File: src/rtl/led_pattern_ctrl.sv
// LED pattern sequencer: four selectable patterns stepped by a speed-scaled timer.
// Define LED_PATTERN_CTRL_DEBOUNCE_EN to insert a per-button debounce filter.
module led_pattern_ctrl #(
  parameter int FREQ            = 50_000_000,
  parameter int STEP_CYCLES     = 12_500_000,
  parameter int NO_LEDS         = 10,
  parameter int DEBOUNCE_CYCLES = 500_000
) (
  input  logic               clk_i,
  input  logic               rst_ni,
  input  logic               en_i,
  input  logic               mode_next_i,
  input  logic               speed_up_i,
  input  logic               speed_dn_i,
  output logic [NO_LEDS-1:0] led_array_o,
  output logic [1:0]         mode_o,
  output logic [1:0]         speed_o,
  output logic               tick_o
);

  typedef enum logic [1:0] {
    SNAKE_L = 2'd0,
    SNAKE_R = 2'd1,
    BOUNCE  = 2'd2,
    FILL    = 2'd3
  } mode_t;

  localparam int TMR_W    = $clog2(8 * STEP_CYCLES);
  localparam int BTN_MODE = 0;
  localparam int BTN_UP   = 1;
  localparam int BTN_DN   = 2;

  localparam logic [TMR_W-1:0] PM1_SPD0 = TMR_W'(8 * STEP_CYCLES - 1);
  localparam logic [TMR_W-1:0] PM1_SPD1 = TMR_W'(4 * STEP_CYCLES - 1);
  localparam logic [TMR_W-1:0] PM1_SPD2 = TMR_W'(2 * STEP_CYCLES - 1);
  localparam logic [TMR_W-1:0] PM1_SPD3 = TMR_W'(STEP_CYCLES - 1);

  if (NO_LEDS < 2 || STEP_CYCLES < 1 || FREQ < 1 || DEBOUNCE_CYCLES < 1) begin : g_param_chk
    $error("led_pattern_ctrl: illegal parameter value");
  end

  function automatic logic [TMR_W-1:0] period_m1(input logic [1:0] spd);
    logic [TMR_W-1:0] r;
    case (spd)
      2'd0:    r = PM1_SPD0;
      2'd1:    r = PM1_SPD1;
      2'd2:    r = PM1_SPD2;
      default: r = PM1_SPD3;
    endcase
    return r;
  endfunction

  function automatic logic [1:0] sat_speed(input logic [1:0] spd, input logic up);
    logic [1:0] r;
    if (up) r = (spd == 2'd3) ? spd : spd + 2'd1;
    else    r = (spd == 2'd0) ? spd : spd - 2'd1;
    return r;
  endfunction

  function automatic mode_t next_mode(input mode_t m);
    mode_t r;
    case (m)
      SNAKE_L: r = SNAKE_R;
      SNAKE_R: r = BOUNCE;
      BOUNCE:  r = FILL;
      default: r = SNAKE_L;
    endcase
    return r;
  endfunction

  function automatic logic [NO_LEDS-1:0] start_pattern(input mode_t m);
    logic [NO_LEDS-1:0] r;
    case (m)
      SNAKE_R: r = {1'b1, {(NO_LEDS-1){1'b0}}};
      FILL:    r = '0;
      default: r = NO_LEDS'(1);
    endcase
    return r;
  endfunction

  function automatic logic [NO_LEDS-1:0] step_pattern(input mode_t m,
                                                      input logic [NO_LEDS-1:0] l,
                                                      input logic up);
    logic [NO_LEDS-1:0] r;
    case (m)
      SNAKE_L: r = {l[NO_LEDS-2:0], l[NO_LEDS-1]};
      SNAKE_R: r = {l[0], l[NO_LEDS-1:1]};
      BOUNCE:  r = up ? {l[NO_LEDS-2:0], 1'b0} : {1'b0, l[NO_LEDS-1:1]};
      default: r = (&l) ? '0 : {l[NO_LEDS-2:0], 1'b1};
    endcase
    return r;
  endfunction

  logic [2:0] btn_raw;
  logic [2:0] sync_p0, sync_p1;
  logic [2:0] lvl_p1;
  logic [2:0] prev_p2, evt_p2;

  assign btn_raw = {speed_dn_i, speed_up_i, mode_next_i};

  // stage p0/p1: two-flop synchronizer for the asynchronous buttons
  always_ff @(posedge clk_i or negedge rst_ni) begin
    if (!rst_ni) begin
      sync_p0 <= '0;
      sync_p1 <= '0;
    end else begin
      sync_p0 <= btn_raw;
      sync_p1 <= sync_p0;
    end
  end

`ifdef LED_PATTERN_CTRL_DEBOUNCE_EN
  localparam int DBC_W = $clog2(DEBOUNCE_CYCLES + 1);

  for (genvar b = 0; b < 3; b++) begin : g_dbc
    logic [DBC_W-1:0] cnt;
    logic             filt;

    // Any return to the filtered level restarts the stability count.
    always_ff @(posedge clk_i or negedge rst_ni) begin
      if (!rst_ni) begin
        cnt  <= '0;
        filt <= 1'b0;
      end else if (sync_p1[b] == filt) begin
        cnt <= '0;
      end else if (cnt == DBC_W'(DEBOUNCE_CYCLES - 1)) begin
        cnt  <= '0;
        filt <= sync_p1[b];
      end else begin
        cnt <= cnt + DBC_W'(1);
      end
    end

    assign lvl_p1[b] = filt;
  end
`else
  assign lvl_p1 = sync_p1;
`endif

  // stage p2: registered rising-edge events
  always_ff @(posedge clk_i or negedge rst_ni) begin
    if (!rst_ni) begin
      prev_p2 <= '0;
      evt_p2  <= '0;
    end else begin
      prev_p2 <= lvl_p1;
      evt_p2  <= lvl_p1 & ~prev_p2;
    end
  end

  mode_t              mode_q, mode_d;
  logic [NO_LEDS-1:0] led_q, led_d;
  logic               dir_up_q, dir_up_d;
  logic [TMR_W-1:0]   timer_q, timer_d;
  logic [1:0]         speed_q, speed_d;
  logic               tick_q, tick_d;
  logic               spd_up, spd_dn;

  // Opposing speed events in one cycle cancel each other.
  assign spd_up = evt_p2[BTN_UP] & ~evt_p2[BTN_DN];
  assign spd_dn = evt_p2[BTN_DN] & ~evt_p2[BTN_UP];

  // stage p3: mode FSM, speed, step timer and pattern register
  always_ff @(posedge clk_i or negedge rst_ni) begin
    if (!rst_ni) begin
      mode_q   <= SNAKE_L;
      led_q    <= NO_LEDS'(1);
      dir_up_q <= 1'b1;
      timer_q  <= '0;
      speed_q  <= 2'd1;
      tick_q   <= 1'b0;
    end else begin
      mode_q   <= mode_d;
      led_q    <= led_d;
      dir_up_q <= dir_up_d;
      timer_q  <= timer_d;
      speed_q  <= speed_d;
      tick_q   <= tick_d;
    end
  end

  always_comb begin
    mode_d   = mode_q;
    led_d    = led_q;
    dir_up_d = dir_up_q;
    timer_d  = timer_q;
    speed_d  = speed_q;
    tick_d   = 1'b0;

    if (spd_up || spd_dn) begin
      speed_d = sat_speed(speed_q, spd_up);
    end

    // A mode reload wins over a timer expiry in the same cycle: no step, no tick.
    if (evt_p2[BTN_MODE]) begin
      mode_d   = next_mode(mode_q);
      led_d    = start_pattern(mode_d);
      dir_up_d = 1'b1;
      timer_d  = '0;
    end else if (speed_d != speed_q) begin
      timer_d = '0;
    end else if (en_i) begin
      if (timer_q == period_m1(speed_q)) begin
        timer_d = '0;
        tick_d  = 1'b1;
        led_d   = step_pattern(mode_q, led_q, dir_up_q);
        if (mode_q == BOUNCE) begin
          if (led_d[NO_LEDS-1])  dir_up_d = 1'b0;
          else if (led_d[0])     dir_up_d = 1'b1;
        end
      end else begin
        timer_d = timer_q + TMR_W'(1);
      end
    end
  end

  assign led_array_o = led_q;
  assign mode_o      = mode_q;
  assign speed_o     = speed_q;
  assign tick_o      = tick_q;

endmodule

File: config.mk
export PLATFORM = sky130hd
export DESIGN_NAME = led_pattern_ctrl
export DESIGN_NICKNAME = d
export VERILOG_FILES = /design/src/rtl/led_pattern_ctrl.sv
export SDC_FILE = /design/constraint.sdc
export NUM_CORES = 1
export LEC_CHECK = 0
export CAP_MARGIN = 10
export CORE_MARGIN = 2
export CORE_UTILIZATION = 30
export DETAILED_ROUTE_END_ITERATION = 6
export PLACE_DENSITY_LB_ADDON = 0.25
export RECOVER_POWER = 50
export SETUP_SLACK_MARGIN = 0.1
export SLEW_MARGIN = 10
export SYNTH_ARGS = -nofsm -noshare
export SYNTH_HDL_FRONTEND = slang
export SYNTH_SLANG_ARGS = --single-unit
File: constraint.sdc
create_clock -name clk_i -period 3.6 [get_ports clk_i]
set_clock_uncertainty 0.2 [all_clocks]
set_input_delay 0.54 -clock clk_i [delete_from_list [all_inputs] [get_ports clk_i]]
set_output_delay 0.54 -clock clk_i [all_outputs]
set_load 0.1 [all_outputs]
==> results_dict.tcl, run 1 <==
set metrics [dict create \
    cts_buffers 5 \
    synth_top_cell_by_area "dfrtp_1" \
    fin_crit_sh_pct 79.3 \
    yosysSeqAreaShare_pct 44.6 \
    ys_warn_count 0 \
    leakagePower_nw 1.39 \
    multi_input_area_mm2 0.00164 \
    synth.most_common_cell "dfrtp_1" \
    final-hold-violation-count 0 \
    required_ns 3.61 \
    synth-simple-area-share_pct 25.9 \
    grt_use_total_pct 14.1 \
    antenna_found_initial 0 \
    drtIter0Drc 183 \
    num_vias 2537 \
    wirelength_mm 7.34 \
    synth_mux_area_share_pct 1.29 \
    die-area_mm2 0.0111 \
    outcome "finished, final reports clean" \
    clk_pin_slew_ns 0.11 \
    post_cts_buffers 0 \
    arrival_ns 2.86 \
    cp-end-kind "flip-flop" \
    grt_max_degree 21 \
    synthDominantCellAreaShare_pct 42.0 \
    tightest_slew_ns 1.06 \
    slew_headroom_pct 29.2 \
    place.gp.congestion 0.868 \
    h-tree-depth 2 \
    rsz0062_at_grt "no" \
    yosys_most_used_dff "dfrtp_1" \
    vias_per_cell 5.30 \
    hp-class "reg2reg" \
    crit_type "reg2reg" \
    synthArstFlopShare_pct 100 \
    overflow 0 \
    ctsResizeCount 0 \
    synth_cell_type_count 57 \
    synth_top_family_by_area "simple AND/OR/NAND/NOR gates" \
    nFillCells 1056 \
    synth_area_mm2 0.00310 \
    synth_common_cells "dfrtp_1 (52), nor2_1 (37), nand2_1 (24)" \
    grt_pass1_wl_mm 12.7 \
    die_h_um 106 \
    synth_edf_count 0 \
    dp_hpwl_mm 5.41 \
    drive_above_1_share_pct 7.29 \
    ir_worst_vdd_mv 0.308 \
    synth-compound-area-share_pct 18.3 \
    ys_seq_elements 55 \
    antenna_cells 0 \
    crit_path_max_fanout 17 \
    start_util_pct 30.4 \
    die_w_um 106 \
    synth_fp_nets 331 \
    setup_viol 0 \
    synth_xor_area_share_pct 4.53 \
    cts.sinks 55 \
    synth.avg_cell_area_um2 9.73 \
    layout.nets 355 \
    grt_pass1_vias 2501 \
    synthAdderAreaFrac_pct 2.83 \
    num_rows 37 \
    power_density_mw_per_mm2 493 \
    timing.fmax_mhz 350 \
    worst_skew_pair.late_latency_ns 0.31 \
    drtAntennaViolNets 0 \
    portBuffers 20 \
    wl_per_cell_um 15.3 \
    cap_violations 0 \
    cts_tree "yes" \
    synthCells 318 \
    drv_slew 0 \
    drc 0 \
    tns_ns 0 \
    synth_area_leaders "dfrtp_1 (42%), nor2_1 (4.5%), nand3_1 (3.1%)" \
    syn_to_final_growth_pct 14.6 \
    seqCellArea_mm2 0.00138 \
    placed_area_mm2 0.00345 \
    period_needed_ns 2.85 \
    first_pass_iters 4 \
    start_kind "flip-flop" \
    regToRegSetupSlack_ns 0.75 \
    finalInstanceArea_mm2 0.00355 \
    clockBufferDepth 2 \
    cts_root_buf "clkbuf_8" \
    design.core.area_mm2 0.0102 \
    io_pins 21 \
]
placed cells by master, fill, tap and decap left out, types with 4 or more instances in the layout:
master,synthesis,final
a21o_1,4,4
a22oi_1,9,9
xor2_1,9,9
xnor2_1,7,7
and3_1,7,7
dlygate4sd3_1,0,4
mux2i_1,4,4
nor2b_1,10,10
ha_1,7,7
o21ai_0,4,4
buf_4,1,6
nand2_1,24,24
nand2b_1,4,4
nor2_1,37,37
clkbuf_8,0,5
o21ai_1,5,5
inv_1,10,10
nor3_1,12,12
nand3_1,19,19
clkdlybuf4s50_1,0,13
o31ai_1,6,6
nand4_1,12,12
nor4_1,4,4
o2bb2ai_1,8,8
dfrtp_1,52,52
registers in the layout, summed over array words and instances, names as in the netlist:
signal	flops
dir_up_q	1
evt_p2	3
led_array_o	10
lvl_p1	3
mode_o	2
prev_p2	3
speed_o	2
sync_p0	3
tick_o	1
timer_q	27
final cells by class:
type	instances	share of cell area (%)
Multi-Input combinational cell	244	46.1
Sequential cell	55	38.9
Timing Repair Buffer	26	6.38
Tap cell	136	4.80
Clock buffer	5	1.94
Inverter	10	1.06
Clock inverter	3	0.811
power by group:
group / internal (W) / switching (W) / total (W)
registers: 0.000678 / 0.0000888 / 0.000767
logic: 0.000170 / 0.000446 / 0.000616
clock network: 0.000145 / 0.000220 / 0.000364
total: 0.000993 / 0.000755 / 0.00175
path summary, 6_finish.rpt:
check,start,to,depth (start not counted)
worst max register to register,speed_o[1],timer_q[24],6
max in group asynchronous,rst_ni,timer_q[14],3
worst min register to register,sync_p0[2],lvl_p1[2],0
worst max-delay path,speed_o[1],timer_q[24],6
min in group asynchronous,rst_ni,timer_q[25],2
worst min-delay path,sync_p0[2],lvl_p1[2],0
routing by layer:
metal	GRT usage, %	vias up	share of wire (%)	wire length, um
met1	19.5	1239	47	3440
met4	4.61	0	1.9	138
met2	22.3	60	47	3480
li1	-	1222	-	-
met3	2.66	16	3.9	286
met5	0	-	0	0
logic make-up (layout without fill, tap and decap cells):
| group | Yosys count | after routing |
|---|---|---|
| compound gates | 67 | 67 |
| xor+xnor | 16 | 16 |
| fa+ha+maj | 7 | 7 |
| buf+inv | 19 | 44 |
| flops | 55 | 55 |
| mux | 4 | 4 |
| simple gates | 150 | 150 |
per-stage QoR:
| stage | utilization [%] | setup slack [ns] | total power [W] | hold slack, ns | std cells |
|---|---|---|---|---|---|
| final | 34.8 | 0.746 | 0.00175 | 0.161 | 479 |
| after global routing | 34.8 | 0.483 | 0.00186 | 0.170 | 479 |
| after CTS | 34.9 | 0.729 | 0.00178 | 0.166 | 479 |
| after detailed placement | 33.9 | 0.757 | 0.00140 | 0.139 | 470 |
| after global placement | 33.9 | 0.743 | 0.00140 | 0.134 | 470 |
| after floorplan | - | 0.653 | 0.00124 | 0.0444 | 318 |
worst max-delay path: stages, from the launching register on:
cell and delay [ns]:
dfrtp_1 0.59, nand3b_1 0.29, a2111oi_4 0.34, nor2_1 0.14
a2111oi_4 0.65, and4b_1 0.27, a221o_1 0.25
what timing repair did:
action | 4_1_cts | 5_1_grt
hold buffers | 1 | 0
endpoints found under the hold margin | 16 | 0
setup endpoints to repair | 0 | 0
Power figures use the tool's default switching activity.
==> run 2: changes to the inputs <==
==> constraint.sdc (replaced) <==
create_clock -name clk_i -period 2.5 [get_ports clk_i]
set_clock_uncertainty 0.2 [all_clocks]
set_input_delay 0.375 -clock clk_i [delete_from_list [all_inputs] [get_ports clk_i]]
set_output_delay 0.375 -clock clk_i [all_outputs]
set_load 0.1 [all_outputs]
==> run 2 against run 1 <==
Critical path depth is the same. Critical path type unchanged. Worst hold slack gained 0.00093 ns. Sequential cell count is the same. Die area is the same. The run now ends with setup timing left. Design area grew 12%. Routed wire length grew 8.3%. Clock power grew 29%. Combinational power grew 75%. Fmax grew 13%. Largest cell class unchanged. Via count grew 7.4%.
==> results_dict.tcl, run 2 (same netlist as run 1, synthesis figures left out) <==
set metrics [dict create \
    outcome "finished with violations" \
    violations "setup timing" \
    dp_hpwl_mm 5.97 \
    path_delay_family "compound AO/OA/AOI/OAI gates" \
    min-delay-start "sync_p0[2]" \
    worst_r2r_endpoint "timer_q[24]" \
    slew_headroom_pct 22.8 \
    hp-class "reg2reg" \
    cts_tree "yes" \
    grt_pass1_vias 2758 \
    clk_pin_slew_ns 0.09 \
    crit_path_max_fanout 7 \
    drtAntennaViolNets 0 \
    regMostFlops "timer_q" \
    grt_use_total_pct 15.1 \
    final-hold-violation-count 0 \
    drv_slew 0 \
    leakagePower_nw 1.61 \
    syn_to_final_growth_pct 28.4 \
    wl_per_cell_um 15.4 \
    arrival_ns 2.51 \
    hold-path-endpoint "lvl_p1[2]" \
    layout.nets 391 \
    fin_ws_ns -0.0189 \
    dp_cells 502 \
    drtIter0Drc 144 \
    wirelength_mm 7.95 \
    crit_top_cell "a2111oi_4" \
    required_ns 2.49 \
    power_density_mw_per_mm2 664 \
    final_common_cell "buf_4" \
    hold_depth 0 \
    clockBufferDepth 2 \
    crit_chain "nand3b_1 -> a2111oi_4 -> nor2_2 -> a2111oi_4 -> nor2_1 -> a221o_1" \
    start_kind "flip-flop" \
    crit_slowest_cell "dfstp_4" \
    cts_root_buf "clkbuf_8" \
    drc 0 \
    num_rows 37 \
    grt_max_degree 33 \
    crit_type "reg2reg" \
    setup_viol 2 \
    h-tree-depth 2 \
    cts.sinks 55 \
    antenna_cells 0 \
    grt_pass1_wl_mm 13.5 \
    die_h_um 106 \
    vias_per_cell 5.29 \
    num_vias 2725 \
    tightest_slew_ns 1.16 \
    regToRegSetupSlack_ns -0.02 \
    antenna_found_initial 0 \
    place.gp.congestion 0.842 \
    max_stage_delay_ns 0.67 \
    overflow 0 \
    die_w_um 106 \
    largest_reg_flops 27 \
    final_cell_mix "buf_4 (49), dfrtp_1 (46), nor2_1 (33), nand2_1 (23), nand3_1 (18)" \
    ir_worst_vdd_mv 0.389 \
    drive_above_1_share_pct 28.5 \
    first_pass_iters 4 \
    design.core.area_mm2 0.0102 \
    rsz0062_at_grt "yes" \
    tns_ns -0.0245 \
    die-area_mm2 0.0111 \
    timing.fmax_mhz 397 \
    cp-end-kind "flip-flop" \
    cap_violations 0 \
    period_needed_ns 2.52 \
    io_pins 21 \
    cts_buffers 5 \
    start_util_pct 30.4 \
    r2r-start "speed_o[0]" \
    fin_crit_sh_pct 101 \
    worst_skew_pair.late_latency_ns 0.31 \
    reg2reg_depth 6 \
    worst-path-buf-inv 0 \
    portBuffers 20 \
    stdcell_count 515 \
]
run 2: area by class of cell:
class | instances | area (um^2)
Timing Repair Buffer | 62 | 467
Clock inverter | 1 | 5.00
Inverter | 10 | 37.5
Fill cell | 1036 | 6210
Multi-Input combinational cell | 244 | 1830
Tap cell | 136 | 170
Sequential cell | 55 | 1390
Clock buffer | 7 | 76.3
run 2: worst register-to-register path, stage by stage, from the launching register on:
cell	delay (ns)
dfstp_4	0.67
nand3b_1	0.14
a2111oi_4	0.35
nor2_2	0.10
a2111oi_4	0.43
nor2_1	0.19
a221o_1	0.32
run 2: what timing repair did:
action	CTS	global route
endpoints found under the setup margin	36	38
buffers inserted	3	1
endpoints found under the hold margin	27	0
hold buffers	1	0
pin swaps	16	6
resized for setup	18	17
run 2: worst max-delay path by stage:
stage	startpoint	endpoint	cells past startpoint
6_report	speed_o[0]	timer_q[24]	6
5_1_grt	speed_o[0]	timer_q[24]	6
4_1_cts	speed_o[0]	timer_q[24]	6
3_5_place_dp	speed_o[0]	led_array_o[9]	7
3_3_place_gp	speed_o[0]	led_array_o[9]	7
2_1_floorplan	speed_o[0]	timer_q[24]	6
run 2: report_power, final:
| part | total, W | switching [W] | internal [W] |
|---|---|---|---|
| sequential | 0.00109 | 0.000105 | 0.000987 |
| clock | 0.000471 | 0.000274 | 0.000197 |
| combinational | 0.00108 | 0.000741 | 0.000336 |
run 2: stage by stage:
stage / util, % / instance area [um^2] / setup WS [ns] / hold WS, ns / power, W
6_report: 39.0 / 3980 / -0.0189 / 0.162 / 0.00264
5_1_grt: 39.0 / 3980 / -0.130 / 0.174 / 0.00281
4_1_cts: 38.2 / 3890 / 0.0345 / 0.168 / 0.00265
3_5_place_dp: 36.3 / 3690 / -0.0515 / 0.145 / 0.00211
3_3_place_gp: 36.3 / 3690 / -0.0300 / 0.135 / 0.00211
2_1_floorplan: - / 3120 / -0.195 / -0.121 / 0.00180
run 2: per-layer routing:
metal / vias to the layer above / track usage [%] / routed length (um)
li1: 1299 / - / -
met5: - / 0 / 0
met1: 1350 / 19.7 / 3570
met3: 17 / 2.29 / 326
met4: 0 / 7.05 / 228
met2: 59 / 24.7 / 3820
==> run 3: changes to the inputs <==
--- a/config.mk
+++ b/config.mk
@@ -9,6 +9,7 @@
 export CORE_MARGIN = 2
 export CORE_UTILIZATION = 30
 export DETAILED_ROUTE_END_ITERATION = 6
+export GPL_TIMING_DRIVEN = 0
 export PLACE_DENSITY_LB_ADDON = 0.25
 export RECOVER_POWER = 50
 export SETUP_SLACK_MARGIN = 0.1
==> run 3 against run 2 <==
Die area did not move. Worst setup slack got worse by 0.083 ns. Design area down 2.5%. Fmax shrank 3.2%. Global-route usage shrank 0.61 points. The run still ends with setup timing left. First-iteration DRC count increased by 36%. Non-clock buffer count fell by 12. Utilization down 0.98 points.
==> results_dict.tcl, run 3 (same netlist as run 1, synthesis figures left out) <==
set metrics [dict create \
    fin_ws_ns -0.102 \
    wirelength_mm 7.86 \
    die_h_um 106 \
    drv_slew 0 \
    drtAntennaViolNets 0 \
    drtIter0Drc 196 \
    setup_viol 9 \
    worstSetupStartpoint "speed_o[1]" \
    portBuffers 20 \
    worst_skew_pair.late_latency_ns 0.31 \
    grt_pass1_vias 2606 \
    crit_path_end "timer_q[24]" \
    grt_pass1_wl_mm 13.1 \
    r2r-start "speed_o[1]" \
    worst_r2r_endpoint "timer_q[24]" \
    ir_worst_vdd_mv 0.707 \
    reg2reg_depth 8 \
    power_density_mw_per_mm2 699 \
    num_rows 37 \
    cts.sinks 55 \
    cap_violations 0 \
    start_util_pct 30.4 \
    final_cell_mix "dfrtp_1 (46), nor2_1 (30), nand2_1 (24), buf_4 (18), nand3_1 (17)" \
    violations "setup timing" \
    leakagePower_nw 1.58 \
    fin_crit_sh_pct 104 \
    die_w_um 106 \
    slew_headroom_pct 9.77 \
    arrival_ns 2.59 \
    place.gp.congestion 0.854 \
    required_ns 2.49 \
    cp-end-kind "flip-flop" \
    crit_path_max_fanout 6 \
    vias_per_cell 5.41 \
    clockBufferDepth 2 \
    cts_root_buf "clkbuf_8" \
    timing.fmax_mhz 384 \
    start_kind "flip-flop" \
    regToRegSetupSlack_ns -0.10 \
    final-hold-violation-count 0 \
    hold_ws_ns 0.155 \
    largest_reg_flops 27 \
    syn_to_final_growth_pct 25.2 \
    wl_per_cell_um 15.6 \
    grt_use_total_pct 14.5 \
    cts_tree "yes" \
    dp_hpwl_mm 5.41 \
    crit_type "reg2reg" \
    first_pass_iters 4 \
    clk_pin_slew_ns 0.10 \
    design.core.area_mm2 0.0102 \
    finalInstanceArea_mm2 0.00387 \
    antenna_cells 0 \
    antenna_found_initial 0 \
    layout.nets 379 \
    num_vias 2719 \
    drc 0 \
    period_needed_ns 2.60 \
    regMostFlops "timer_q" \
    tightest_slew_ns 1.35 \
    die-area_mm2 0.0111 \
    overflow 0 \
    hold_depth 0 \
    placed_area_mm2 0.00350 \
    final_common_cell "dfrtp_1" \
    hp-class "reg2reg" \
    cts_buffers 5 \
    grt_max_degree 30 \
    outcome "finished with violations" \
    io_pins 21 \
    h-tree-depth 2 \
    drive_above_1_share_pct 20.4 \
    rsz0062_at_grt "yes" \
]
run 3: stage by stage:
stage                     setup TNS [ns]  cells  total power (W)  worst slack [ns]  util, %
after global placement            -52.53    474          0.00205             -1.19     34.3
after detailed placement           -8.45    475          0.00206            -0.350     34.4
after CTS                         -0.140    503          0.00271           -0.0626     37.8
after global routing               -6.57    503          0.00287            -0.173     38.0
after floorplan                    -1.31    318          0.00180            -0.195        -
final                             -0.434    503          0.00271            -0.102     38.0
run 3: what timing repair did:
item | 4_1_cts | 5_1_grt
pin swaps | 12 | 5
setup endpoints to repair | 52 | 38
hold endpoints to repair | 25 | 0
buffers inserted | 19 | 0
resized for setup | 39 | 11
hold buffers | 1 | 0
run 3: how the worst min path moves through the flow:
stage | from | endpoint
finish | sync_p0[2] | lvl_p1[2]
global route | sync_p0[0] | lvl_p1[0]
CTS | sync_p0[2] | lvl_p1[2]
floorplan | rst_ni | evt_p2[0]
detailed placement | sync_p0[0] | lvl_p1[0]
global placement | sync_p0[0] | lvl_p1[0]
run 3: area by class of cell:
class                   count  area [um^2]
flip-flops and latches     55         1390
multi-input cells         244         1760
clock buffers               8          100
repair buffers             41          359
well taps                 136          170
inverters                  10         37.5
fillers                  1052         6310
plain buffers               9         52.6
run 3: metal layers:
metal	vias to the layer above	global-route usage, %	wire [um]
met1	1342	19.3	3560
li1	1274	-	-
met2	88	23.9	3760
met3	15	2.66	364
met4	0	4.79	169
met5	-	0	0
run 3: critical path, stage by stage (launching register included):
cell	delay [ns]
dfrtp_4	0.53
buf_4	0.16
nand4bb_1	0.18
a21boi_1	0.28
o211ai_1	0.18
a2111oi_4	0.33
buf_6	0.18
and4b_1	0.19
a221o_1	0.25
run 3: power breakdown:
part           internal (W)  leakage (nW)  switching (W)  total (W)
combinational      0.000333         0.810       0.000765    0.00110
clock              0.000253        0.0515       0.000276   0.000529
sequential         0.000987         0.714      0.0000958    0.00108
